**config.mk**
```make
export PLATFORM = sky130hd
export DESIGN_NAME = mmio_bus_decoder
export DESIGN_NICKNAME = d
export VERILOG_FILES = /design/src/rtl/mmio_bus_decoder.sv
export SDC_FILE = /design/constraint.sdc
export NUM_CORES = 1
export LEC_CHECK = 0
export ABC_CLOCK_PERIOD_IN_PS = 2800
export BUFFER_PORTS_ARGS = -buffer_cell sky130_fd_sc_hd__buf_2
export CAP_MARGIN = 20
export CELL_PAD_IN_SITES_DETAIL_PLACEMENT = 1
export CELL_PAD_IN_SITES_GLOBAL_PLACEMENT = 1
export CORE_MARGIN = 2
export CORE_UTILIZATION = 31
export DETAILED_ROUTE_END_ITERATION = 12
export PLACE_DENSITY_LB_ADDON = 0.1
export SLEW_MARGIN = 5
export SYNTH_ARGS = -nofsm -noshare
export SYNTH_HDL_FRONTEND = slang
export SYNTH_SLANG_ARGS = --single-unit
```
**constraint.sdc**
```tcl
create_clock -name clk -period 2.8 [get_ports clk]
set_input_delay 0.28 -clock clk [delete_from_list [all_inputs] [get_ports clk]]
set_output_delay 0.28 -clock clk [all_outputs]
set_load 0.005 [all_outputs]
```
**src/rtl/mmio_bus_decoder.sv**
```systemverilog
// -----------------------------------------------------------------------------
// mmio_bus_decoder
//
// Memory-mapped interconnect between the CPU data port and N_SLAVES peripheral
// slaves. Each access is matched against per-slave base/mask windows. The
// lowest matching index wins, so the slave select is always one-hot or zero.
// Read data is captured after the hit slave's read latency and returned as a
// registered response with a one-cycle ready pulse. Accesses that match no
// window complete in one cycle with err_o set. For reads, they also return
// ERR_DATA. The offending address is logged and a saturating error counter is
// incremented.
//
// Ports
//   clk          system clock
//   reset        asynchronous, active-low reset
//   req_i        CPU request; held with we_i/addr_i/wdata_i until ready_o
//   we_i         1 = write, 0 = read
//   addr_i       access address
//   wdata_i      write data
//   rdata_o      registered read data, held until the next read response
//   ready_o      one-cycle response pulse
//   err_o        unmapped-access flag, valid while ready_o = 1
//   sel_o        one-hot slave select
//   we_o         single-cycle write strobe to the selected slave
//   addr_o       address forwarded to slaves (combinational copy)
//   wdata_o      write data forwarded to slaves (combinational copy)
//   slv_rdata_i  packed slave read data, slave i at [i*DATA_W +: DATA_W]
//   err_count_o  saturating count of unmapped accesses
//   err_addr_o   address of the most recent unmapped access
//
// ERR_CNT_MAX sets the saturation value of the error counter. Leave it at
// 16'hFFFF for the full counter range.
// -----------------------------------------------------------------------------
module mmio_bus_decoder #(
   parameter int                         N_SLAVES    = 4,
   parameter int                         DATA_W      = 32,
   parameter int                         ADDR_W      = 32,
   parameter logic [N_SLAVES*ADDR_W-1:0] SLV_BASE    = {32'h0004_0000, 32'h0000_2020,
                                                        32'h0000_2010, 32'h0000_2000},
   parameter logic [N_SLAVES*ADDR_W-1:0] SLV_MASK    = {32'hFFFC_0000, 32'hFFFF_FFF0,
                                                        32'hFFFF_FFF0, 32'hFFFF_FFF0},
   parameter logic [N_SLAVES*2-1:0]      SLV_LAT     = {2'd1, 2'd0, 2'd0, 2'd0},
   parameter logic [DATA_W-1:0]          ERR_DATA    = 32'hDEAD_BEEF,
   parameter logic [15:0]                ERR_CNT_MAX = 16'hFFFF
) (
   input  logic                       clk,
   input  logic                       reset,
   input  logic                       req_i,
   input  logic                       we_i,
   input  logic [ADDR_W-1:0]          addr_i,
   input  logic [DATA_W-1:0]          wdata_i,
   output logic [DATA_W-1:0]          rdata_o,
   output logic                       ready_o,
   output logic                       err_o,
   output logic [N_SLAVES-1:0]        sel_o,
   output logic                       we_o,
   output logic [ADDR_W-1:0]          addr_o,
   output logic [DATA_W-1:0]          wdata_o,
   input  logic [N_SLAVES*DATA_W-1:0] slv_rdata_i,
   output logic [15:0]                err_count_o,
   output logic [ADDR_W-1:0]          err_addr_o
);

   typedef enum logic [1:0] {
      ST_IDLE = 2'd0,
      ST_WAIT = 2'd1,
      ST_RESP = 2'd2
   } state_t;

   // ---------------------------------------------------------------------------
   // Helper functions
   // ---------------------------------------------------------------------------

   // Reduce a raw match vector to one-hot. The lowest index has priority.
   function automatic logic [N_SLAVES-1:0] prio_onehot(input logic [N_SLAVES-1:0] m);
      logic [N_SLAVES-1:0] r;
      r = '0;
      for (int i = N_SLAVES - 1; i >= 0; i--) begin
         if (m[i]) begin
            r    = '0;
            r[i] = 1'b1;
         end
      end
      return r;
   endfunction

   // Read latency of the slave picked by a one-hot (or zero) select.
   function automatic logic [1:0] lat_of(input logic [N_SLAVES-1:0] oh);
      logic [1:0] r;
      r = '0;
      for (int i = 0; i < N_SLAVES; i++) begin
         if (oh[i]) r = r | SLV_LAT[i*2 +: 2];
      end
      return r;
   endfunction

   // AND-OR read-data mux driven by a one-hot select.
   function automatic logic [DATA_W-1:0] rdata_mux(input logic [N_SLAVES-1:0]        oh,
                                                   input logic [N_SLAVES*DATA_W-1:0] bus);
      logic [DATA_W-1:0] r;
      r = '0;
      for (int i = 0; i < N_SLAVES; i++) begin
         if (oh[i]) r = r | bus[i*DATA_W +: DATA_W];
      end
      return r;
   endfunction

   // Saturating increment of the unmapped-access counter.
   function automatic logic [15:0] sat_inc(input logic [15:0] c);
      return (c >= ERR_CNT_MAX) ? c : c + 16'd1;
   endfunction

   // ---------------------------------------------------------------------------
   // Registers
   // ---------------------------------------------------------------------------
   state_t              state_q,     state_d;
   logic [1:0]          cnt_q,       cnt_d;
   logic [N_SLAVES-1:0] lat_sel_q,   lat_sel_d;   // slave being waited on in WAIT
   logic [DATA_W-1:0]   rdata_q,     rdata_d;
   logic                ready_q,     ready_d;
   logic                err_q,       err_d;
   logic [15:0]         err_cnt_q,   err_cnt_d;
   logic [ADDR_W-1:0]   err_addr_q,  err_addr_d;

   // ---------------------------------------------------------------------------
   // Address decode
   // ---------------------------------------------------------------------------
   logic [N_SLAVES-1:0] match;
   logic [N_SLAVES-1:0] hit;
   logic                any_hit;
   logic [1:0]          hit_lat;
   logic                accept;

   always_comb begin
      match = '0;
      for (int i = 0; i < N_SLAVES; i++) begin
         match[i] = ((addr_i & SLV_MASK[i*ADDR_W +: ADDR_W]) == SLV_BASE[i*ADDR_W +: ADDR_W]);
      end
   end

   assign hit     = prio_onehot(match);
   assign any_hit = |hit;
   assign hit_lat = lat_of(hit);
   assign accept  = (state_q == ST_IDLE) && req_i;

   // The select follows the live decode while the access is outstanding. The
   // master holds addr_i stable, so the select stays constant through WAIT.
   assign sel_o   = (accept || (state_q == ST_WAIT)) ? hit : '0;
   assign we_o    = accept && we_i && any_hit;
   assign addr_o  = addr_i;
   assign wdata_o = wdata_i;

   // ---------------------------------------------------------------------------
   // FSM next state and response datapath
   // ---------------------------------------------------------------------------
   always_comb begin
      state_d    = state_q;
      cnt_d      = cnt_q;
      lat_sel_d  = lat_sel_q;
      rdata_d    = rdata_q;
      ready_d    = 1'b0;
      err_d      = 1'b0;
      err_cnt_d  = err_cnt_q;
      err_addr_d = err_addr_q;

      unique case (state_q)
         ST_IDLE: begin
            if (req_i) begin
               if (!any_hit) begin
                  state_d    = ST_RESP;
                  ready_d    = 1'b1;
                  err_d      = 1'b1;
                  err_addr_d = addr_i;
                  err_cnt_d  = sat_inc(err_cnt_q);
                  if (!we_i) rdata_d = ERR_DATA;
               end else if (we_i) begin
                  // Writes complete without waiting for the slave's read latency.
                  state_d = ST_RESP;
                  ready_d = 1'b1;
               end else if (hit_lat == 2'd0) begin
                  rdata_d = rdata_mux(hit, slv_rdata_i);
                  state_d = ST_RESP;
                  ready_d = 1'b1;
               end else begin
                  // The counter holds the number of extra WAIT cycles still to
                  // go. Data is captured when it reaches zero.
                  state_d   = ST_WAIT;
                  cnt_d     = hit_lat - 2'd1;
                  lat_sel_d = hit;
               end
            end
         end
         ST_WAIT: begin
            if (cnt_q == 2'd0) begin
               rdata_d = rdata_mux(lat_sel_q, slv_rdata_i);
               state_d = ST_RESP;
               ready_d = 1'b1;
            end else begin
               cnt_d = cnt_q - 2'd1;
            end
         end
         ST_RESP: begin
            // req_i is not sampled here, so each access takes at least two cycles.
            state_d = ST_IDLE;
         end
         default: begin
            state_d = ST_IDLE;
         end
      endcase
   end

   // ---------------------------------------------------------------------------
   // State and response registers. Reset drops any in-flight access.
   // ---------------------------------------------------------------------------
   always_ff @(posedge clk or negedge reset) begin
      if (!reset) begin
         state_q    <= ST_IDLE;
         cnt_q      <= '0;
         lat_sel_q  <= '0;
         rdata_q    <= '0;
         ready_q    <= 1'b0;
         err_q      <= 1'b0;
         err_cnt_q  <= '0;
         err_addr_q <= '0;
      end else begin
         state_q    <= state_d;
         cnt_q      <= cnt_d;
         lat_sel_q  <= lat_sel_d;
         rdata_q    <= rdata_d;
         ready_q    <= ready_d;
         err_q      <= err_d;
         err_cnt_q  <= err_cnt_d;
         err_addr_q <= err_addr_d;
      end
   end

   assign rdata_o     = rdata_q;
   assign ready_o     = ready_q;
   assign err_o       = err_q;
   assign err_count_o = err_cnt_q;
   assign err_addr_o  = err_addr_q;

endmodule

```
Word-level counts from Yosys, hierarchy flattened

Cells that the tools add are included.

Equal/unequal tests: 12
Bitwise logic cells: 10
Order comparisons: 1
Mux-type cells: 63
Add/subtract/negate cells: 3
Reductions and logical operators: 15

Operator list:

| cell                                                  | count |
|---|---|
| 2-to-1 mux 32 bit                                     | 35 |
| OR 32 bit                                             | 6 |
| == test 28 x 10 -> 1 bit, second input constant       | 3 |
| one-hot mux 32 bit (2 select lines)                   | 1 |
| 2-to-1 mux 2 bit                                      | 10 |
| 2-to-1 mux 4 bit                                      | 5 |
| adder 16 x 1 -> 16 bit, second input constant         | 1 |
| >= comparator 16 bit, second input constant           | 1 |
| == test 14 x 1 -> 1 bit, second input constant        | 1 |
| inequality test 2 bit, second input constant          | 5 |
| AND reduction 5 bit                                   | 2 |
| 2-to-1 mux 1 bit                                      | 9 |
| one-hot mux 2 bit (2 select lines)                    | 2 |
| logical NOT 2 bit                                     | 3 |
| AND reduction 6 bit                                   | 1 |
| inverter 1 bit                                        | 4 |
| AND reduction 4 bit                                   | 1 |
| OR reduction 4 bit                                    | 1 |
| subtractor 2 x 1 -> 2 bit, second input constant      | 2 |
| logical AND 1 bit                                     | 3 |
| inequality test 3 x 2 -> 1 bit, second input constant | 1 |
| AND reduction 3 bit                                   | 1 |
| == test 2 x 1 -> 1 bit, second input constant         | 1 |
| inequality test 2 x 1 -> 1 bit, second input constant | 1 |
| 4 further kinds                                       | 4 |

Output and inout bits: 151
Bits in registers: 90

Depth between registers and ports, before layout

Gate-level depths: netlist of the first run.

Word-level depth: 33
Depth in mapped cells: 10
Mapped depth without buffers: 7

Least setup slack after synthesis of the first run

OpenSTA, ideal clock, no wires.

Path type: register -> register
From: register state_q[0]
To: register err_cnt_q[10] (netlist: err_count_o[10])
Setup slack: 0.760 ns
Library setup time: 0.124 ns
Arrival: 1.916 ns
Cell stages (with the launch flop): 9
Clock period less this slack: 2.040 ns
Data required time: 2.676 ns
Path through: dfrtp_1 > or3b_1 > buf_2 > inv_2 > nand2_2 > a21o_1 > buf_6 > or4_4 > xnor2_2

Word-level cells in the longest chain between the ends: 2

RTL lines:

| item                                 | RTL line | source |
|---|---|---|
| start: declaration                   | 116      | `state_t state_q, state_d;` |
| start signal: assignment             | 226      | `state_q <= state_d;` |
| logical NOT 2 bit                    | 166      | `unique case (state_q)` |
| AND reduction 4 bit (no source line) | n/a      |  |
| end signal: assignment               | 232      | `err_cnt_q <= err_cnt_d;` |
| end: declaration                     | 122      | `logic [15:0] err_cnt_q, err_cnt_d;` |

No other way between the ends.
A chain may end at the register's enable or synchronous reset.

Final worst setup path of the first run

From: input port addr_i[27]
To: output port sel_o[1]

Word-level cells in the longest chain between the ends: 5

RTL lines:

| item                           | RTL line | source |
|---|---|---|
| start: declaration             | 50       | `input logic [ADDR_W-1:0] addr_i,` |
| == test 28 x 10 -> 1 bit       | 137      | `match[i] = ((addr_i & SLV_MASK[i*ADDR_W +: ADDR_W]) == SLV_BASE[i*ADDR_W +: ADDR_W]);` |
| 2-to-1 mux 4 bit (2 in series) | 79       | `if (m[i]) begin` |
| 2-to-1 mux 4 bit (*)           | 79       |  |
| 2-to-1 mux 4 bit (*)           | 148      | `assign sel_o = (accept \|\| (state_q == ST_WAIT)) ? hit : '0;` |
| end: declaration               | 55       | `output logic [N_SLAVES-1:0] sel_o,` |

Every way passes the cells marked *; elsewhere a longest branch is shown, timed or not.

==> results of run 1 <==
==> synthesized netlist by cell type (3+ instances only) <==
master / instances
xnor2_1: 5
a221oi_1: 32
a21oi_1: 114
mux2i_1: 32
nor4_1: 3
nand2_1: 103
a22oi_1: 24
nand4_1: 8
nor2b_1: 4
dfrtp_1: 90
o2bb2ai_1: 24
nor4b_1: 6
nand3_1: 10
nor2_1: 20
nor3_1: 18
a22o_1: 8
clkbuf_1: 33
and3_1: 5
xor2_1: 8
buf_4: 70
buf_2: 7
o21ai_0: 13
==> cell type report <==
type	count	area [sq um]	area share
clock buffers	9	225.2	0.03120
clock inverters	7	70.07	0.009707
inverters	4	15.01	0.002080
multi-input cells	459	2808	0.3890
flip-flops and latches	90	2252	0.3120
well taps	229	286.5	0.03969
repair buffers	298	1562	0.2163
==> critical path, cell delays in order <==
cell and delay, ns:
buf_2 0.12, nor4_2 0.43, nand4_1 0.26, nor3_2 0.37, and3_1 0.23, a21boi_0 0.20, buf_2 0.17
==> kinds of logic after synthesis <==
family,after synthesis,share of synthesized area
mux,34,0.05950
flops,90,0.3909
xor+xnor,14,0.02259
fa+ha+maj,1,0.002171
compound gates,222,0.2484
buf+inv,117,0.1246
simple gates,188,0.1518
==> layout by cell type, fill, tap and decap left out, types with 6 or more instances in the layout <==
cell	instances
buf_2	281
a21oi_1	114
nand2_1	103
dfrtp_1	90
mux2i_1	32
a221oi_1	32
o2bb2ai_1	24
a22oi_1	24
nor2_1	19
nor3_1	18
buf_4	14
o21ai_0	13
nand3_1	10
clkbuf_16	9
nand4_1	8
a22o_1	8
xor2_1	8
nor4b_1	6
==> how the worst max path moves through the flow <==
stage / to / slack (ns)
finish: sel_o[1] / 0.46
global placement: err_count_o[12] / 0.35
CTS: sel_o[1] / 0.45
detailed placement: err_count_o[12] / 0.29
global route: sel_o[1] / 0.22
floorplan: err_count_o[10] / 0.76
==> per-stage QoR <==
stage | total power [uW] | cells | setup slack (ns) | instance area (sq um) | util
CTS | 3831 | 1096 | 0.4502 | 7218 | 0.3991
detailed placement | 2572 | 1079 | 0.2852 | 6913 | 0.3822
global placement | 2532 | 1079 | 0.3487 | 6913 | 0.3822
floorplan | 2089 | 666 | 0.7600 | 5762 | -
finish | 3778 | 1096 | 0.4595 | 7218 | 0.3991
global route | 3994 | 1096 | 0.2202 | 7218 | 0.3991
==> registers in the layout, indices dropped and copies added, names as in the netlist <==
signal       cells
cnt_q            2
err_addr_o      32
err_count_o     16
err_o            1
lat_sel_q        4
rdata_o         32
ready_o          1
state_q          2
==> repair_timing <==
item,4_1_cts,5_1_grt
gates resized for setup,0,0
hold buffers,1,0
hold endpoints to repair,36,0
setup endpoints to repair,0,0
==> metal layers <==
| metal | vias up | GRT usage |
|---|---|---|
| li1 | 2760 | - |
| met1 | 3022 | 0.2747 |
| met2 | 223 | 0.3883 |
| met3 | 55 | 0.04000 |
| met4 | 2 | 0.08293 |
| met5 | - | 0 |
==> power breakdown <==
part / switching [uW] / internal (uW) / total, uW
Combinational: 467 / 402 / 869
Sequential: 178 / 1490 / 1670
Clock: 609 / 628 / 1240
Total: 1250 / 2520 / 3780
==> impl_metrics.ini, run 1 <==
[sta]
finalSetupViolations = 0
drv_slew = 0
clock.fmax_ghz = 0.4273
tns_ns = 0
max_slew_margin = 0.3121
rsz0062_at_grt = no
hold_slack_ns = 0.1322
finalCritPeriodShare = 0.8359
tightest_slew_ns = 1.032
hold_viol_final = 0
skew_ns = 0.01225
final.min_clock_period_ns = 2.341

[floorplanning]
row_count = 49
dieWidth_um = 140.3
pin_count = 347
start_util = 0.3186
dieArea_sq_um = 19690
die_h_um = 140.3
core_sq_um = 18090

[synthesis]
postSynthAreaPerCell_sq_um = 8.651
ys_types = 45
yosysTopAreaCellShare = 0.3909
syn_nets = 863
ys_async_sr_fraction = 1.000
yosys_warnings = 0
synth-edff-count = 0
yosys-top-cells-area = dfrtp_1 39%, a21oi_1 9.9%, buf_4 9.1%
syn-cell-area_sq_um = 5762
synthFlopType = dfrtp_1
synth_top_area_cell = dfrtp_1
ys_ff_latch = 90
syn_inst = 666
synth_seq_area_share = 0.3909

[power_and_ir_drop]
power.density_nw_per_um2 = 523.4
ir_worst_vdd_mv = 0.3028
total_leakage_power_uw = 0.003579

[placed_design]
hpwl_mm = 16.14
io_buffer_count = 282
place_congestion = 0.8403

[clock_network]
clk-insertion-delay-late_ns = 0.36
numCtsBuffers = 9
clk_transition_reported_paths_ns = 0.07
cts_buffer_depth = 2
cts_sinks = 90
htreeDepth = 3
cts-root-buf = clkbuf_16
cts_tree = done
post_cts_buffers = 0

[worst_setup_path]
critPathArrivalTime_ns = 2.06
rr_endpoint = err_count_o[10]
cp-end-kind = output pin
crit_type = input port to output pin
path_max_fanout = 5
cp-start-kind = input port
cp.required_ns = 2.52
r2r_cells = 7
rrSetupSlack_ns = 0.47
worst_r2r_startpoint = state_q[0]
cp-startpoint = addr_i[27]

[global_routing]
grt-ovfl-total = 0
grtUsageTotal = 0.2226
antenna_found_initial = 1
grt_max_degree = 65
grt_pass1_vias = 6468
grt_pass1_wl_mm = 35.19

[detailed_routing]
top_layer_used = met5
drc = 0
drt_iter0_markers = 219
wire_per_inst_um = 20.47
met2_length_mm = 11.33
vias = 6062
routed_wl_mm = 22.44
drtAntennaViolNets = 0
via_per_inst = 5.531
wl_met3_mm = 1.264
met1_length_mm = 9.275
firstDrtPassIters = 4

[cells_and_area]
nets = 1059
diodes = 0
area_delta_synth_final_pct = 25.28
drive_above_1_share = 0.3772
fillers = 2230

[hold_path]
whs_endpoint = err_addr_o[0]
hp-start = addr_i[0]
hold_depth = 3
hold_class = input port to flip-flop

[run]
drv_cap = 0

[outcome]
status = finished clean
(Power assumes the default switching activity.)
==> run 2: changes to the inputs <==
ABC_CLOCK_PERIOD_IN_PS = 2400   (was 2800)
clock period = 2.4 ns   (was 2.8 ns; I/O delays follow)
==> run 2 against run 1 <==
  * Non-clock buffer count rose by 10
  * Sequential power rose by 17%
  * Clock skew fell by 0.0071 ns
  * Count of clock-buffer cells in the layout rose by 1
  * First-iteration DRC count rose by 23%
  * Critical path depth did not move
  * Critical path type is now flip-flop to flip-flop
  * Critical endpoint is now err_count_o[10]
  * Largest cell class unchanged
  * Largest power group unchanged
  * Highest routed layer unchanged
==> impl_metrics.ini, run 2 (same netlist as run 1, synthesis figures left out) <==
[outcome]
status = finished clean

[cells_and_area]
final_cell_mix = 281 x buf_2, 114 x a21oi_1, 103 x nand2_1
drive_above_1_share = 0.3831
final_common_cell = buf_2
nets = 1069
fillers = 2228
diodes = 0
area_delta_synth_final_pct = 27.01

[power_and_ir_drop]
ir_worst_vdd_mv = 0.3120
power.density_nw_per_um2 = 599.7
power.total_uw = 4389
total_leakage_power_uw = 0.003625

[worst_setup_path]
crit_type = flip-flop to flip-flop
cp_slowest_cell = or4_4
critPathArrivalTime_ns = 2.41
r2r_cells = 7
cp.required_ns = 2.63
cp-start-kind = flip-flop
cp-end-kind = flip-flop
path_max_fanout = 22
worstPathCellList = or3b_1, inv_2, nand2_2, a21o_1, buf_4, or4_4, xnor2_2
critPathMaxStageDelay_ns = 0.56
worst_r2r_startpoint = state_q[0]
rrSetupSlack_ns = 0.22
rr_endpoint = err_count_o[10]

[sta]
skew_ns = 0.005141
final.min_clock_period_ns = 2.180
drv_slew = 0
rsz0062_at_grt = no
hold_viol_final = 0
tightest_slew_ns = 0.6393
max_slew_margin = 0.5738
finalSetupViolations = 0
finalCritPeriodShare = 0.9085
tns_ns = 0
clock.fmax_ghz = 0.4586

[detailed_routing]
drt_iter0_markers = 270
via_per_inst = 5.517
wire_per_inst_um = 20.30
routed_wl_mm = 22.45
drtAntennaViolNets = 0
drc = 0
vias = 6102
firstDrtPassIters = 4

[clock_network]
numCtsBuffers = 9
clk_transition_reported_paths_ns = 0.07
htreeDepth = 3
cts-root-buf = clkbuf_16
clk-insertion-delay-late_ns = 0.34
cts_sinks = 90
cts_tree = done
cts_buffer_depth = 2

[global_routing]
grt_pass1_vias = 6460
top_usage_layer = met2
use_met2 = 0.3798
grtUsageMet3 = 0.03966
grt-ovfl-total = 0
grtUsageMet1 = 0.2691
antenna_found_initial = 1
grt_pass1_wl_mm = 34.44
grt_max_degree = 55
grtUsageTotal = 0.2191

[hold_path]
hold_depth = 3
hold_class = input port to flip-flop
hp-start = addr_i[3]
whs_endpoint = err_addr_o[3]

[floorplanning]
pin_count = 347
start_util = 0.3186
row_count = 49
die_h_um = 140.3
core_sq_um = 18090
dieArea_sq_um = 19690
dieWidth_um = 140.3

[placed_design]
hpwl_mm = 16.45
place_congestion = 0.8361
io_buffer_count = 282

[run]
drv_cap = 0
run 2: cell types whose count changed in the layout (fill, tap and decap cells not counted):
cell        before  now
buf_12           2    4
buf_4           14   22
clkinv_8         1    0
clkbuf_1         0    1
clkinvlp_4       1    3
inv_6            3    1
clkinv_4         1    0
inv_8            1    0
bufinv_16        0    1
clkinv_2         0    1
run 2: worst max path at each step:
stage	start	endpoint	slack, ns	depth (start not counted)
floorplan	state_q[0]	err_count_o[10]	0.36	8
global placement	addr_i[27]	rdata_o[9]	0.13	9
detailed placement	addr_i[27]	rdata_o[21]	0.05	9
CTS	state_q[0]	sel_o[0]	0.20	6
global route	addr_i[27]	sel_o[1]	0.06	8
finish	state_q[0]	err_count_o[10]	0.22	7
run 2: what timing repair did:
item                       in CTS  in global routing
hold endpoints to repair       36                  0
hold buffers                    1                  0
gates resized for setup         0                  0
setup endpoints to repair       0                  0
setup buffers                   0                  0
run 2: report_power, final:
group	total (uW)	switching, uW	internal [uW]
clock	1430	623	810
sequential	1950	205	1740
combinational	1010	535	472
total	4390	1360	3030
run 2: layer usage:
metal,share of wire,vias to the layer above
met5,0.00058,-
met4,0.027,2
met3,0.060,54
met2,0.51,238
met1,0.40,3035
li1,-,2773
run 2: layout make-up:
class / instances / area, sq um / area share
tap: 229 / 286.5 / 0.03915
sequential: 90 / 2252 / 0.3077
clock buffer: 10 / 229.0 / 0.03129
multi-input combinational: 459 / 2808 / 0.3837
timing repair buffer: 308 / 1662 / 0.2270
inverter: 4 / 15.01 / 0.002052
clock inverter: 6 / 66.31 / 0.009061
run 2: per-stage QoR:
stage | util | area, sq um | setup WS [ns] | hold WS [ns] | std cells
6_report | 0.4046 | 7318 | 0.2195 | 0.1135 | 1106
5_1_grt | 0.4046 | 7318 | 0.05820 | 0.1176 | 1106
4_1_cts | 0.4046 | 7318 | 0.2019 | 0.09802 | 1106
3_5_place_dp | 0.3878 | 7013 | 0.04728 | 0.2465 | 1089
3_3_place_gp | 0.3878 | 7013 | 0.1342 | 0.2561 | 1089
2_1_floorplan | - | 5762 | 0.3600 | -0.05559 | 666
run 2: critical path: cells and delay by family (launching register included):
family / cells / cell delay (ns)
AOI/OAI and AO/OA: 1 / 0.21
xor gates and xnor gates: 1 / 0.14
buffers and inverters: 2 / 0.31
DFF: 1 / 0.38
and+or+nand+nor: 3 / 1.04
==> run 3: changes to the inputs <==
PLACE_DENSITY_LB_ADDON = 0.15   (was 0.1)
==> run 3 against run 2 <==
  * Sequential power about the same
  * Power grew 1.1%
  * Critical endpoint unchanged
  * Highest routed layer is now met4
  * Final cell count fell by 0.27%
  * Sequential share of layout area is 0.068 points lower
  * Largest power group unchanged
  * Maximum frequency down 1.0%
  * Critical path type unchanged
  * Cell area is 0.22% higher
  * Hold slack worse by 0.015 ns
  * Flip-flop and latch count unchanged
  * Setup slack got worse by 0.023 ns
  * Utilization grew 0.090 points
==> impl_metrics.ini, run 3 (same netlist as run 1, synthesis figures left out) <==
[outcome]
status = finished clean

[detailed_routing]
wire_per_inst_um = 20.16
routed_wl_mm = 22.23
drtAntennaViolNets = 0
firstDrtPassIters = 4
via_per_inst = 5.472
drc = 0
vias = 6036
drt_iter0_markers = 301

[sta]
hold_viol_final = 0
max_slew_margin = 0.5837
drv_slew = 0
skew_ns = 0.009963
finalCritPeriodShare = 0.9182
layout_setup_ws_ns = 0.1964
rsz0062_at_grt = no
tns_ns = 0
finalSetupViolations = 0
final.min_clock_period_ns = 2.204
clock.fmax_ghz = 0.4538
tightest_slew_ns = 0.6245

[worst_setup_path]
crit_type = flip-flop to flip-flop
rrSetupSlack_ns = 0.20
path_max_fanout = 21
cp-start-kind = flip-flop
critPathMaxStageDelay_ns = 0.57
critPathArrivalTime_ns = 2.44
cp.required_ns = 2.64
worstPathCellList = or3b_1, inv_2, nand2_2, a21o_1, buf_4, or4_4, xnor2_2
crit_family = simple AND/OR/NAND/NOR gates
crit_buf_inv = 2
cp_slowest_cell = or4_4
cp-end-kind = flip-flop

[floorplanning]
row_count = 49
dieArea_sq_um = 19690
start_util = 0.3186
die_h_um = 140.3
pin_count = 347
core_sq_um = 18090
dieWidth_um = 140.3

[cells_and_area]
final_cell_mix = 281 x buf_2, 114 x a21oi_1, 103 x nand2_1
area_delta_synth_final_pct = 27.30
stdcell_count = 1103
nets = 1067
diodes = 0
drive_above_1_share = 0.3822
fillers = 2226
final_common_cell = buf_2

[clock_network]
cts_tree = done
post_cts_buffers = 0
cts-root-buf = clkbuf_16
clk_transition_reported_paths_ns = 0.07
ctsResizeCount = 0
clk-insertion-delay-late_ns = 0.35
cts_buffer_depth = 2
htreeDepth = 3
cts_sinks = 90
numCtsBuffers = 9

[placed_design]
io_buffer_count = 282
place_congestion = 0.8199
pre_cts_ws_ns = 0.1030
hpwl_mm = 16.16
dp.cells = 1087

[global_routing]
grtUsageTotal = 0.2199
grt_max_degree = 51
grt-ovfl-total = 0
antenna_found_initial = 0
grt_pass1_wl_mm = 34.57
grt_pass1_vias = 6420

[power_and_ir_drop]
total_leakage_power_uw = 0.003631
power.density_nw_per_um2 = 604.8
ir_worst_vdd_mv = 0.4463

[run]
drv_cap = 0

[hold_path]
hold_class = input port to flip-flop
## run 3: path summary, 6_finish.rpt
path | from | endpoint | cells past startpoint
setup reg to reg | state_q[0] | err_count_o[10] | 7
setup / recovery | state_q[0] | err_count_o[10] | 7
hold / removal | addr_i[3] | err_addr_o[3] | 3
max in group asynchronous | reset | rdata_o[17] | 3
min in group asynchronous | reset | err_count_o[9] | 2
hold reg to reg | err_addr_o[19] | err_addr_o[19] | 2
## run 3: layout make-up
class	instances	area (sq um)	share of cell area
clock inverter	5	62.56	0.008530
inverter	4	15.01	0.002047
timing repair buffer	306	1672	0.2279
sequential	90	2252	0.3071
clock buffer	10	239.0	0.03258
multi-input combinational	459	2808	0.3828
tap	229	286.5	0.03907
## run 3: per-stage QoR
step	utilization	hold slack, ns	power, uW	area, sq um
floorplan	-	-0.05559	2437	5762
global route	0.4055	0.1123	4706	7335
finish	0.4055	0.09847	4436	7335
detailed placement	0.3883	0.2851	3007	7023
CTS	0.4055	0.09126	4506	7335
global placement	0.3883	0.2924	2960	7023
## run 3: power breakdown
part | total [uW] | internal, uW | switching [uW]
Combinational | 1010 | 475 | 539
Sequential | 1950 | 1740 | 204
Clock | 1470 | 836 | 638
Total | 4440 | 3050 | 1380
## run 3: per-layer routing
metal	GRT usage	vias to the layer above	part of all wire
met4	0.07656	0	0.026
li1	-	2770	-
met2	0.3862	237	0.52
met1	0.2671	2978	0.40
met3	0.04650	51	0.063
met5	0	-	0
## run 3: repair_timing
| action | in CTS | in global routing |
|---|---|---|
| endpoints found under the hold margin | 40 | 0 |
| endpoints found under the setup margin | 0 | 1 |
| hold buffers | 1 | 0 |
## run 3: tightest hold or removal path: cells and delay by family
| family | cells | cell delay, ns |
|---|---|---|
| buffers and inverters | 1 | 0.09 |
| AND/OR/NAND/NOR | 2 | 0.09 |
